### config.mk
export PLATFORM = sky130hd
export DESIGN_NAME = montprod_arbiter
export DESIGN_NICKNAME = d
export VERILOG_FILES = /design/src/rtl/montprod_arbiter.sv
export SDC_FILE = /design/constraint.sdc
export NUM_CORES = 1
export LEC_CHECK = 0
export ABC_AREA = 1
export BUFFER_PORTS_ARGS = -buffer_cell sky130_fd_sc_hd__buf_2
export CAP_MARGIN = 40
export CELL_PAD_IN_SITES_DETAIL_PLACEMENT = 1
export CELL_PAD_IN_SITES_GLOBAL_PLACEMENT = 1
export CORE_AREA = 2 2 353 355
export CTS_CLUSTER_DIAMETER = 120
export DETAILED_ROUTE_END_ITERATION = 10
export DIE_AREA = 0 0 355 357
export GPL_TIMING_DRIVEN = 1
export HOLD_SLACK_MARGIN = 0.12
export PLACE_DENSITY_LB_ADDON = 0.1
export SYNTH_ARGS = -nofsm -noshare
export SYNTH_HDL_FRONTEND = slang
export SYNTH_SLANG_ARGS = --single-unit
### constraint.sdc
create_clock -name clk -period 3.1 [get_ports clk]
set_input_delay 0.62 -clock clk [delete_from_list [all_inputs] [get_ports clk]]
set_output_delay 0.62 -clock clk [all_outputs]
set_load 0.03 [all_outputs]
### src/rtl/montprod_arbiter.sv
// rtl/montprod_arbiter.sv - round-robin arbiter sharing one Montgomery multiplier
// Each requester gets one full go/done/drain handshake per job; the pointer moves past the last winner.
module montprod_arbiter #(
   parameter int BITS = 64,
   parameter int NREQ = 4
) (
   input  logic                 clk,
   input  logic                 rst,
   input  logic [NREQ-1:0]      req,
   input  logic [NREQ*BITS-1:0] a_in,
   input  logic [NREQ*BITS-1:0] b_in,
   input  logic [BITS-1:0]      m_in,
   output logic [NREQ-1:0]      gnt,
   output logic [NREQ-1:0]      rsp_valid,
   output logic [BITS-1:0]      rsp_s,
   output logic                 busy,
   output logic                 mm_go,
   output logic [BITS-1:0]      mm_a,
   output logic [BITS-1:0]      mm_b,
   output logic [BITS-1:0]      mm_m,
   input  logic                 mm_done,
   input  logic [BITS-1:0]      mm_s
);

   localparam int IW = (NREQ > 2) ? $clog2(NREQ) : 1;

   typedef enum logic [2:0] {
      S_IDLE  = 3'b001,
      S_RUN   = 3'b010,
      S_DRAIN = 3'b100
   } state_t;

   state_t          r_state;
   logic [IW-1:0]   r_ptr;
   logic [IW-1:0]   r_idx;
   logic [NREQ-1:0] r_gnt;
   logic [NREQ-1:0] r_rsp_valid;
   logic [BITS-1:0] r_rsp_s;
   logic            r_mm_go;
   logic [BITS-1:0] r_mm_a;
   logic [BITS-1:0] r_mm_b;
   logic [BITS-1:0] r_mm_m;

   logic [IW-1:0]   w_win;
   logic [NREQ-1:0] w_win_onehot;
   logic [BITS-1:0] w_a;
   logic [BITS-1:0] w_b;

   // Scan offsets from the far end down so the smallest offset from r_ptr wins.
   function automatic logic [IW-1:0] rr_pick(input logic [NREQ-1:0] r, input logic [IW-1:0] p);
      logic [IW-1:0] win;
      int            c;
      win = '0;
      for (int i = NREQ - 1; i >= 0; i--) begin
         c = int'(p) + i;
         if (c >= NREQ) c = c - NREQ;
         if (r[IW'(c)]) win = IW'(c);
      end
      return win;
   endfunction

   always_comb begin
      w_win        = rr_pick(req, r_ptr);
      w_win_onehot = {{(NREQ-1){1'b0}}, 1'b1} << w_win;
      w_a          = '0;
      w_b          = '0;
      for (int k = 0; k < NREQ; k++) begin
         if (w_win == IW'(k)) begin
            w_a = a_in[k*BITS +: BITS];
            w_b = b_in[k*BITS +: BITS];
         end
      end
   end

   always_ff @(posedge clk) begin
      if (rst) begin
         r_state     <= S_IDLE;
         r_ptr       <= '0;
         r_idx       <= '0;
         r_gnt       <= '0;
         r_rsp_valid <= '0;
         r_rsp_s     <= '0;
         r_mm_go     <= 1'b0;
         r_mm_a      <= '0;
         r_mm_b      <= '0;
         r_mm_m      <= '0;
      end else begin
         r_rsp_valid <= '0;
         case (r_state)
            S_IDLE: begin
               // A multiplier still raising done from an earlier job blocks new issue.
               if (|req && !mm_done) begin
                  r_idx   <= w_win;
                  r_gnt   <= w_win_onehot;
                  r_mm_a  <= w_a;
                  r_mm_b  <= w_b;
                  r_mm_m  <= m_in;
                  r_mm_go <= 1'b1;
                  r_state <= S_RUN;
               end
            end
            S_RUN: begin
               if (mm_done) begin
                  r_rsp_s     <= mm_s;
                  r_rsp_valid <= r_gnt;
                  r_mm_go     <= 1'b0;
                  r_state     <= S_DRAIN;
               end
            end
            S_DRAIN: begin
               if (!mm_done) begin
                  r_ptr   <= (r_idx == IW'(NREQ - 1)) ? '0 : r_idx + 1'b1;
                  r_gnt   <= '0;
                  r_state <= S_IDLE;
               end
            end
            default: r_state <= S_IDLE;
         endcase
      end
   end

   assign gnt       = r_gnt;
   assign rsp_valid = r_rsp_valid;
   assign rsp_s     = r_rsp_s;
   assign busy      = (r_state != S_IDLE);
   assign mm_go     = r_mm_go;
   assign mm_a      = r_mm_a;
   assign mm_b      = r_mm_b;
   assign mm_m      = r_mm_m;

endmodule
==> summary.md, run 1 <==
| Metric | Value |
|---|---|
| Status | `complete, no violations` |
| CP Launch Type | `flop` |
| Routed Antenna Nets | `0` |
| Initial Utilization | `~12%` |
| GR Util met2 | `slightly below 30%` |
| Pin count of the biggest net entering global routing | `between 90 and 100` |
| Pwr Density | `~520 nW/µm²` |
| Mux share of post-synthesis cell area | `0%` |
| FF+latch count, synth | `between 200 and 300` |
| Worst r2r dst | `mm_b[47]` |
| Worst Path Required | `3.63 ns` |
| Final GP Congestion | `0.787` |
| Rows | `129` |
| Leak pwr | `approximately 12 nW` |
| Final Cell Area | `23100 µm²` |
| Synth cell types | `32` |
| FF-to-FF path depth | `14` |
| Post-Synthesis Cells | `2463` |
| Synth-to-Final Area Change | `52.8%` |
| CP Class | `reg2reg` |
| Min-Delay Endpoint | `mm_m[62]` |
| Final HPWL DP | `80600 µm` |
| Power, Total | `12.1 mW` |
| Crit. End Element | `flop` |
| Placed Area | `21700 µm²` |
| Final Cycle Share | `approximately four fifths` |
| Critical R2R Launch | `r_ptr[0]` |
| Post-CTS Setup Repair Bufs | `0` |
| Vias in the first global route | `roughly 20000` |
| Max Buffers Root-to-Sink | `3` |
| Routed len/inst | `roughly 21 µm` |
| Initial DRC count | `slightly above 700` |
| Skew-Pair Late Insertion Delay | `0.61 ns` |
| Num CTS Buffers | `43` |
| Hold_ws | `~0.24 ns` |
| Total gr overflow | `0` |
| Vias | `19352` |
| Via density | `3.90` |
| Die height | `357 µm` |
| Final design utilization | `18.8%` |
| WP data arrival | `3.05 ns` |
| Worst slew pin tran | `0.881 ns` |
| Gr usage total | `approximately 16%` |
| Crit path time final | `2.52 ns` |
| Htree depth | `2` |
| I/O pin count | `913` |
| CTS tree | `done` |
| Count of warnings emitted by yosys | `0` |
| Final hold vios | `0` |
| # nets final | `3933` |
| Post-Synth XOR/XNOR Area | `0%` |
| Crit-path max FO | `88` |
| Post-Syn Area per Cell | `roughly 6.1 µm²` |
| Post-synthesis compound-gate area fraction | `11.6%` |
| Post-Syn Area | `15100 µm²` |
| Pre-antenna DRT Iters | `5` |
| Share of the synthesized area in the top cell type | `a little over a third` |
| Root Driver | `clkbuf_16` |
| Port Buffers | `912` |
| Maximum VDD drop | `0.356 mV` |
| Hold path cells | `3` |
| Simple-gate area share of the yosys netlist | `between 30% and 40%` |
| Final setup fails | `0` |
| Drt drc | `0` |
| Syn Nets | `3111` |
| Largest family of logic cells by synthesized area | `simple AND/OR/NAND/NOR gates` |
| Die Area | `127000 µm²` |
| Routed WL | `105000 µm` |
| Clock sinks | `272` |
| Hold-fix buffers, CTS | `0` |
| Layout cells sized above 1 | `31.6%` |
| Sequential area share after synthesis | `36.0%` |
| Register-to-Register Setup Slack | `0.58 ns` |
| Fin Setup TNS | `0 ns` |
| Slew Viols, Final | `0` |
| Adder-Cell Fraction of Synth Area | `0.0827%` |
| CORE AREA | `123000 µm²` |
| Largest area contributor in the netlist | `dfxtp_1` |
| Busiest layer in global routing | `met2` |
| Skew final | `about 0.022 ns` |
| Hold path startpoint | `m_in[62]` |
| Initial antenna violation count | `just over 80` |
| Die Wd | `355 µm` |
| Clock-pin slew on the worst setup and hold paths | `0.06 ns` |
| First-pass GRT wire length | `about 150000 µm` |
| Max Cap Viol | `0` |
| Post-cts resize count | `0` |
| Fmax | `397 MHz` |
| M3 GR Usage | `under 10%` |
| Setup repair after global routing missed its margin | `false` |
| Slew HR | `about 41%` |
| Leading post-synthesis cells by cell area | `dfxtp_1, nand2_1, nand3_1, nor2_1, inv_1` |
| Hold/Removal Path Class | `in2reg` |
| GR Util met1 | `18.6%` |
[critical path, cell delays in order (launching register included)]
cell	delay, ns
dfxtp_1	0.53
inv_4	0.11
nand2_2	0.11
nand3_1	0.09
nand2_1	0.09
nand3_2	0.10
nand2_1	0.12
nand2_4	0.09
nand2_8	0.11
buf_12	0.33
nand3_1	0.16
nand3_1	0.16
buf_4	0.14
nand2_1	0.04
a21oi_1	0.10
[cell type report]
cell class,instances,area [µm²]
tap,1637,2050
timing repair buffer,969,5340
clock buffer,67,1230
fill,15377,99900
inverter,319,1210
sequential,272,5450
clock inverter,12,179
antenna,10,25.0
multi-input combinational,1680,7660
[registers in the layout, summed over array words and instances, names as in the netlist]
name,flops
gnt,4
mm_a,64
mm_b,64
mm_go,1
mm_m,64
r_idx,2
r_ptr,2
r_state,3
rsp_s,64
rsp_valid,4
[cell usage in the layout, fill, tap and decap left out, drive strengths merged, types with 10 or more instances in the layout]
master    n
dfxtp   272
nand2   598
clkbuf   68
a21oi   202
diode    10
a21boi   35
nand3   304
inv     320
nand3b   30
nor2    326
buf     968
nand4    87
o21ai    92
[per-layer routing]
metal | share of wire [%] | wire (µm) | vias up
met5 | 0.19 | 195 | -
met3 | 5.9 | 6190 | 203
met1 | 41 | 43100 | 9038
li1 | - | - | 9463
met2 | 51 | 53300 | 612
met4 | 2.2 | 2320 | 36
[cell families after synthesis]
| logic type | after synthesis |
|---|---|
| DFF | 272 |
| AOI/OAI and AO/OA | 331 |
| buffers and inverters | 511 |
| and+or+nand+nor | 1348 |
| adders and majority gates | 1 |
[synth_stat cells, drive strengths merged]
| cell | number |
|---|---|
| nand2 | 598 |
| nor2 | 326 |
| inv | 318 |
| nand3 | 304 |
| dfxtp | 272 |
| a21oi | 202 |
| clkbuf | 117 |
| o21ai | 92 |
| nand4 | 87 |
| buf | 75 |
| a21boi | 35 |
| nand3b | 30 |
| nor3 | 3 |
| a211oi | 1 |
| clkinv | 1 |
| ha | 1 |
| o211ai | 1 |
[metrics by stage]
stage          setup WS, ns  instances
6_report              0.584       4966
5_1_grt               0.292       4963
4_1_cts               0.503       4956
3_5_place_dp          0.351       4877
3_3_place_gp          0.336       4877
2_1_floorplan          1.01       2463
[how the worst max path moves through the flow]
| stage | to | slack, ns | cells past startpoint | start |
|---|---|---|---|---|
| floorplan | mm_a[60] | 1.01 | 14 | req[1] |
| finish | mm_b[47] | 0.58 | 14 | r_ptr[0] |
| global route | mm_b[47] | 0.29 | 14 | r_ptr[0] |
| global placement | mm_a[60] | 0.34 | 17 | req[1] |
| detailed placement | mm_b[47] | 0.35 | 15 | req[1] |
| CTS | mm_b[47] | 0.50 | 14 | r_ptr[0] |
[report_power, final]
group	switching [mW]	internal (mW)
Sequential	0.144	3.77
Clock	2.05	2.98
Combinational	2.09	1.04
No activity file was read; power rests on OpenSTA's default activity.
==> run 2, diff against run 1 <==
--- a/config.mk
+++ b/config.mk
@@ -10,10 +10,10 @@
 export CAP_MARGIN = 40
 export CELL_PAD_IN_SITES_DETAIL_PLACEMENT = 1
 export CELL_PAD_IN_SITES_GLOBAL_PLACEMENT = 1
-export CORE_AREA = 2 2 353 355
+export CORE_AREA = 2 2 355 357
 export CTS_CLUSTER_DIAMETER = 120
 export DETAILED_ROUTE_END_ITERATION = 10
-export DIE_AREA = 0 0 355 357
+export DIE_AREA = 0 0 357 359
 export GPL_TIMING_DRIVEN = 1
 export HOLD_SLACK_MARGIN = 0.12
 export PLACE_DENSITY_LB_ADDON = 0.1
==> constraint.sdc (replaced) <==
create_clock -name clk -period 2.5 [get_ports clk]
set_input_delay 0.5 -clock clk [delete_from_list [all_inputs] [get_ports clk]]
set_output_delay 0.5 -clock clk [all_outputs]
set_load 0.03 [all_outputs]
==> run 2 against run 1 <==
  * Cell count rose by 4.6%
  * Final area is 9.4% higher
  * Critical path depth up 2
  * Die area rose by 1.1%
  * Global-route usage is 0.078 points higher
  * Non-clock buffer count is 210 higher
  * Sequential share of layout area down 2.0 points
  * Sequential power is 24% higher
  * Register-to-register slack got worse by 0.35 ns
  * Worst setup slack worse by 0.35 ns
  * Via count is 4.2% higher
  * Clock-buffer cell count down 6
  * Critical endpoint is now mm_a[60]
  * Largest cell class unchanged
==> summary.md, run 2 (synthesized netlist as in run 1, its figures left out) <==
| Metric | Value |
|---|---|
| Worst slew pin tran | `0.629 ns` |
| Num CTS Buffers | `44` |
| Slew Viols, Final | `0` |
| Maximum VDD drop | `0.439 mV` |
| Die height | `359 µm` |
| Pre-antenna DRT Iters | `4` |
| Drt drc | `0` |
| Setup repair after global routing missed its margin | `false` |
| Vias | `20164` |
| Die Wd | `357 µm` |
| CP Class | `reg2reg` |
| Hold path startpoint | `mm_s[18]` |
| Worst Path Required | `2.97 ns` |
| Final Cycle Share | `between 90% and 100%` |
| Routed WL | `between 100000 and 150000 µm` |
| Crit-path max FO | `9` |
| Total gr overflow | `0` |
| Crit path time final | `2.26 ns` |
| Layout cells sized above 1 | `32.4%` |
| Root Driver | `clkbuf_16` |
| Final HPWL DP | `84300 µm` |
| Clock-pin slew on the worst setup and hold paths | `0.06 ns` |
| Setup WS post-layout | `approximately 0.24 ns` |
| I/O pin count | `between 900 and 1000` |
| Commonest non-fill, non-tap cells in the layout | `buf_2, nand2_1, nor2_1` |
| Vias in the first global route | `about 21000` |
| Clock sinks | `272` |
| M3 GR Usage | `4.57%` |
| Routed len/inst | `slightly above 20 µm` |
| Fmax | `442 MHz` |
| Skew final | `0.0180 ns` |
| Busiest layer in global routing | `met2` |
| Port Buffers | `912` |
| Hold_ws | `roughly 0.19 ns` |
| Crit. End Element | `flop` |
| Htree depth | `2` |
| Via density | `3.88` |
| CTS tree | `done` |
| Max Buffers Root-to-Sink | `3` |
| GR Util met2 | `roughly 29%` |
| CP Launch Point | `r_ptr[0]` |
| Post-CTS Setup Repair Bufs | `0` |
| Final GP Congestion | `0.815` |
| Pin count of the biggest net entering global routing | `74` |
| Routed Antenna Nets | `0` |
| Initial Utilization | `12.1%` |
| Fin Setup TNS | `0 ns` |
| Rows | `130` |
| Status | `complete, no violations` |
| WP data arrival | `2.73 ns` |
| Final setup fails | `0` |
| Final hold vios | `0` |
| First-pass GRT wire length | `150000 µm` |
| Slew HR | `57.9%` |
| CP Launch Type | `flop` |
| Pwr Density | `612 nW/µm²` |
| Critical R2R Launch | `r_ptr[0]` |
| Commonest non-fill, non-tap cell in the layout | `buf_2` |
| Synth-to-Final Area Change | `67.2%` |
| Gr usage total | `16.0%` |
| Initial antenna violation count | `between 80 and 90` |
| Final instance count without filler cells | `5196` |
| Hold/Removal Path Class | `in2reg` |
| Max Cap Viol | `0` |
| Leak pwr | `12.9 nW` |
| CORE AREA | `125000 µm²` |
| Dpl ws | `0.0266 ns` |
| GR Util met1 | `17.8%` |
| Die Area | `128000 µm²` |
| Initial DRC count | `795` |
| # nets final | `4144` |
| Placed cells | `4975` |
| Skew-Pair Late Insertion Delay | `about 0.6 ns` |
| Final design utilization | `20.3%` |
==> run 2: cell types whose count changed in the layout (fill, tap and decap cells not counted), sizes merged <==
cell | previous run | this run
dlygate4sd3 | 0 | 125
clkbuf | 68 | 62
clkinvlp | 0 | 2
buf | 968 | 1053
diode | 10 | 21
==> run 2: stage by stage <==
stage | area, µm² | total power [mW]
after floorplan | 15100 | 7.11
after global placement | 22600 | 9.21
after detailed placement | 22600 | 9.19
after CTS | 25300 | 16.0
after global routing | 25300 | 16.5
final | 25300 | 15.5
==> run 2: final timing paths <==
kind,end,slack [ns],cells past startpoint
max reg2reg,mm_a[60],0.24,16
min reg2reg,rsp_s[43],0.46,2
min,rsp_s[18],0.19,3
max,mm_a[60],0.24,16
==> run 2: metal layers <==
metal | vias to the layer above | wire (µm)
met5 | - | 345
met4 | 54 | 3360
met3 | 224 | 7060
met2 | 594 | 53500
met1 | 9395 | 42000
li1 | 9897 | -
==> run 2: area by class of cell <==
type | instances | area (µm²)
timing repair buffer | 1179 | 7450
antenna | 21 | 52.6
clock buffer | 61 | 1240
tap | 1650 | 2060
multi-input combinational | 1680 | 7660
sequential | 272 | 5450
fill | 15678 | 99300
clock inverter | 14 | 180
inverter | 319 | 1210
==> run 2: worst max-delay path, stage by stage, from the launching register on <==
cell and delay, ns:
dfxtp_2 0.44, inv_4 0.10, nand2_2 0.09, nand3_1 0.09
nand2_1 0.09, nand3_2 0.10, nand2_1 0.12, nand2_4 0.09
nand2_8 0.11, inv_2 0.06, buf_12 0.14, buf_4 0.17
o21ai_1 0.08, nand3_1 0.16, buf_4 0.19, nand2_1 0.05
a21oi_1 0.05
==> run 2: where the power goes <==
group,switching (mW),total (mW),internal (mW)
clock network,2.56,6.34,3.78
logic,2.70,4.29,1.60
registers,0.174,4.86,4.68
total,5.43,15.5,10.1
==> run 2: timing repair <==
action / CTS / global route
hold buffers: 125 / 0
resized for setup: 0 / 1
setup endpoints to repair: 0 / 104
hold endpoints to repair: 125 / 0
